File: src/rtl/cacheline_adaptor.sv
// Bridges a 256-bit cache line port to a 64-bit, 4-beat burst memory.
// One line transaction maps to one burst; the cache sees a single pmem_resp pulse.
module cacheline_adaptor (
    input  logic         clk,
    input  logic         reset_n,
    input  logic         pmem_read,
    input  logic         pmem_write,
    input  logic [31:0]  pmem_address,
    input  logic [255:0] pmem_wdata,
    output logic [255:0] pmem_rdata,
    output logic         pmem_resp,
    output logic         bmem_read,
    output logic         bmem_write,
    output logic [31:0]  bmem_address,
    output logic [63:0]  bmem_wdata,
    input  logic [63:0]  bmem_rdata,
    input  logic         bmem_resp
);
    localparam int BEATS  = 4;
    localparam int BEAT_W = 64;
    localparam logic [31:0] LINE_MASK = 32'hFFFF_FFE0;

    typedef enum logic [1:0] {IDLE, RD_BURST, WR_BURST, DONE} state_t;

    typedef struct packed {
        logic [31:0]                   addr;
        logic [BEATS-1:0][BEAT_W-1:0]  line;
    } req_t;

    state_t                       state;
    logic [1:0]                   beat;
    req_t                         req;
    logic [BEATS-1:0][BEAT_W-1:0] rd_line;
    logic [1:0]                   beat_nxt;

    assign beat_nxt     = beat + 2'd1;
    assign bmem_address = req.addr;
    assign pmem_rdata   = rd_line;

    // Outputs are flops updated alongside the state, so the async reset
    // drops bmem_read/bmem_write at once and nothing depends on pmem_* combinationally.
    always_ff @(posedge clk or negedge reset_n) begin
        if (!reset_n) begin
            state      <= IDLE;
            beat       <= 2'd0;
            req        <= '0;
            rd_line    <= '0;
            pmem_resp  <= 1'b0;
            bmem_read  <= 1'b0;
            bmem_write <= 1'b0;
            bmem_wdata <= '0;
        end else begin
            case (state)
                IDLE: begin
                    pmem_resp <= 1'b0;
                    beat      <= 2'd0;
                    if (pmem_read) begin
                        req.addr  <= pmem_address & LINE_MASK;
                        bmem_read <= 1'b1;
                        state     <= RD_BURST;
                    end else if (pmem_write) begin
                        req.addr   <= pmem_address & LINE_MASK;
                        req.line   <= pmem_wdata;
                        bmem_write <= 1'b1;
                        bmem_wdata <= pmem_wdata[BEAT_W-1:0];
                        state      <= WR_BURST;
                    end
                end
                RD_BURST: begin
                    if (bmem_resp) begin
                        rd_line[beat] <= bmem_rdata;
                        beat          <= beat_nxt;
                        if (beat == 2'd3) begin
                            bmem_read <= 1'b0;
                            pmem_resp <= 1'b1;
                            state     <= DONE;
                        end
                    end
                end
                WR_BURST: begin
                    if (bmem_resp) begin
                        beat <= beat_nxt;
                        if (beat == 2'd3) begin
                            bmem_write <= 1'b0;
                            bmem_wdata <= '0;
                            pmem_resp  <= 1'b1;
                            state      <= DONE;
                        end else begin
                            bmem_wdata <= req.line[beat_nxt];
                        end
                    end
                end
                DONE: begin
                    pmem_resp <= 1'b0;
                    state     <= IDLE;
                end
                default: begin
                    pmem_resp  <= 1'b0;
                    bmem_read  <= 1'b0;
                    bmem_write <= 1'b0;
                    state      <= IDLE;
                end
            endcase
        end
    end
endmodule
File: config.mk
export PLATFORM = sky130hd
export DESIGN_NAME = cacheline_adaptor
export DESIGN_NICKNAME = d
export VERILOG_FILES = /design/src/rtl/cacheline_adaptor.sv
export SDC_FILE = /design/constraint.sdc
export NUM_CORES = 1
export LEC_CHECK = 0
export BUFFER_PORTS_ARGS = -buffer_cell sky130_fd_sc_hd__buf_2
export CORE_AREA = 5 5 278 280
export CTS_BUF_LIST = sky130_fd_sc_hd__clkbuf_8
export DETAILED_ROUTE_END_ITERATION = 6
export DIE_AREA = 0 0 283 285
export PLACE_DENSITY = 0.67
export SYNTH_ARGS = -nofsm -noshare
export SYNTH_HDL_FRONTEND = slang
export SYNTH_SLANG_ARGS = --single-unit
File: constraint.sdc
create_clock -name clk -period 2.4 [get_ports clk]
set_input_delay 0.12 -clock clk [delete_from_list [all_inputs] [get_ports clk]]
set_output_delay 0.12 -clock clk [all_outputs]
set_load 0.1 [all_outputs]
==> results.md <==
* Outcome: finished, final reports clean
* Largest area contributor in the netlist: dfrtp_1
* Layout Skew at 39.8 ps
* First-pass GRT wire length at 125000 um
* Input/output buffers at 701
* Worst min-delay path class: in -> reg
* Final Hold Viols at 0
* Core Area at 74200 um^2
* Largest cells by area after synthesis: dfrtp_1 (60%), mux2_2 (26%), mux4_2 (5.7%)
* Area occupied by multi-input gates at 9350 um^2
* CP bufs+invs at 2
* Startpoint Class: register
* Fillers at 6176
* Pre-CTS WS at 70.6 ps
* Num CTS Buffers at 101
* Tightest Pin Transition at 778 ps
* Die Ht at 285 um
* Final period util at 94.1%
* Synth Area in Compound Gates at 2.48%
* Max-capacitance violation count at 0
* Vias in the first global route at 20484
* Die width at 283 um
* Number of synthesis warnings at 0
* Area Growth Syn to Fin at 42.1%
* Post-synth top area share at 60.4%
* GPL Wtd Cong at 0.827
* Nets@finish at 2979
* Largest family of logic cells by synthesized area: multiplexers
* R2R Setup Slk at 140 ps
* # setup viols final at 0
* GRT overflow at 0
* Yosys reg bits at 610
* Initial antenna violation count at 14
* Async set or reset register ratio after synthesis at 100%
* Reg2Reg Capture Point: bmem_wdata[32]$_DFFE_PN0P_
* Min-delay src: pmem_wdata[131]
* Worst EP required at 2980 ps
* CP max stage cell: dfrtp_4
* Number of max-slew violations in the final report at 0
* Top Family by Delay on Critical Path: multiplexers
* Final wirelength at 82000 um
* Mapped cell area at 25300 um^2
* Final WS setup at 142 ps
* Hold WS at 177 ps
* Worst endpoint data arrival time at 2830 ps
* Flip-flop and latch area at 15300 um^2
* CP Capture Point: bmem_wdata[32]$_DFFE_PN0P_
* TritonCTS clock tree: done
* Worst path max stage delay at 440 ps
* Dpl hpwl at 55400 um
* Worst reg2reg path depth at 6
* Post-Synth Simple-Gate Area at 0.401%
* Most used DFF post-synth: dfrtp_1
* DRC Markers at 0
* Synth Area in XOR/XNOR at 0%
* Longest Clk Path Bufs at 3
* Root buf cell: clkbuf_8
* Mux share of post-synthesis cell area at 33.2%
* Die area at 80700 um^2
* RR Startpoint: beat[0]$_DFFE_PN0P_
* Post-Synth Adder-Cell Area at 0.446%
* Wire per inst at 22.3 um
* Antenna Nets Post-Route at 0
* Via count at 18029
* Share of layout cells above drive strength 1 at 59.1%
* Pre-antenna DRT Iters at 5
* H-tree Lvls at 3
* Relative max-transition margin at 47.9%
* I/O pin count at 712
* Crit Path Max Fanout at 13
* Post-synth EDFFs at 0
* Clock slew at reported path FFs at 60 ps
* Clock sink total at 610
* GR Util All Layers at 19.7%
* Vias per cell at 4.91
* Crit. Startpoint: beat[0]$_DFFE_PN0P_
* Starting DRT DRC Count at 743
* Syn Inst Count at 1516
* Seq/Total Area, Yosys at 60.4%
* Initial Utilization at 34.0%
* Fmax at 443 MHz
* Crit path time final at 2260 ps
* Critical path capture point type: register
* Largest net degree at the start of global routing at 85
* # rows at 100
* Cells along the critical path: inv_1, ha_4, buf_4, mux4_2, a22o_1, mux2_4
* Post-synth top cells: dfrtp_1 (610), mux2_2 (576), a22o_1 (65)
* Synth cell types at 29
* Most frequent cell after synthesis: dfrtp_1
* Worst skew pair latency at 700 ps
* RSZ-0062 raised after global routing: no
* Critical path depth at 6
* Avg Cell Area, Syn at 16.7 um^2
* Worst Path Class, Setup: reg -> reg
layout make-up:
cell class,instances,area share [%]
clock buffer,127,4.87
antenna,16,0.112
sequential,610,42.5
tap,969,3.38
clock inverter,53,1.12
inverter,6,0.0628
timing repair buffer,1113,21.9
multi-input combinational,781,26.0
cell families (layout without fill, tap and decap cells):
family | after synthesis | after routing
AOI/OAI and AO/OA | 75 | 75
DFF | 610 | 610
other | 1 | 21
and+or+nand+nor | 19 | 20
buffers and inverters | 130 | 1299
muxes | 672 | 672
adders and majority gates | 9 | 9
sequential cells by signal (all words and copies together) (netlist names):
| register | cells |
|---|---|
| bmem_wdata | 64 |
| pmem_resp | 1 |
| bmem_read | 1 |
| beat | 2 |
| state | 2 |
| req | 256 |
| pmem_rdata | 256 |
| bmem_write | 1 |
| bmem_address | 27 |
per-stage QoR:
| step | std cells | utilization, % | area (um^2) | setup TNS [ps] |
|---|---|---|---|---|
| 2_1_floorplan | 1520 | - | 25300 | -3880 |
| 3_3_place_gp | 3125 | 40.6 | 30100 | 0 |
| 3_5_place_dp | 3125 | 40.6 | 30100 | 0 |
| 4_1_cts | 3657 | 48.3 | 35800 | 0 |
| 5_1_grt | 3669 | 48.3 | 35900 | 0 |
| 6_report | 3675 | 48.4 | 35900 | 0 |
per-layer routing:
| layer | vias up | global-route usage, % | part of all wire, % |
|---|---|---|---|
| met5 | - | 0 | 0.0085 |
| met4 | 2 | 9.36 | 4.7 |
| met3 | 235 | 5.38 | 6.4 |
| met2 | 755 | 34.6 | 51 |
| met1 | 9268 | 22.4 | 38 |
| li1 | 7769 | - | - |
worst reg2reg max path: cells and delay by family, from the launching register on:
kind,cells,cell delay [ps]
flops,1,440
mux,2,650
fa+ha+maj,1,410
buf+inv,2,430
compound gates,1,230
worst min path at each step:
stage | endpoint | cells past startpoint | slack [ps]
after floorplan | beat[0]$_DFFE_PN0P_ | 0 | -180
after global placement | pmem_rdata[24]$_DFFE_PN0P_ | 1 | 110
after detailed placement | pmem_rdata[219]$_DFFE_PN0P_ | 1 | 120
after CTS | bmem_address[8]$_DFFE_PN0P_ | 3 | 70
after global routing | bmem_address[8]$_DFFE_PN0P_ | 3 | 120
final | req[131]$_DFFE_PN0P_ | 3 | 180
cells in the final DEF (no fill, tap or decap), types with 4 or more instances in the layout:
master,n
diode_2,16
dlygate4sd3_1,351
inv_1,40
clkinv_2,6
ha_1,7
clkbuf_8,127
a22o_1,65
mux4_2,64
nand2_1,4
bufinv_16,4
buf_4,33
nand3_4,4
mux2_2,576
o21ai_0,5
buf_12,27
conb_1,5
buf_2,700
mux2_4,30
dfrtp_1,609
timing repair:
action                                 in CTS  in global routing
setup endpoints to repair                   0                 36
gates resized for setup                     0                  1
hold buffers                              352                  0
setup buffers                               0                  1
endpoints found under the hold margin    1215                  0
Power is not shown: default switching activity piles up to over one toggle a cycle in this logic, so the estimate is an artifact.
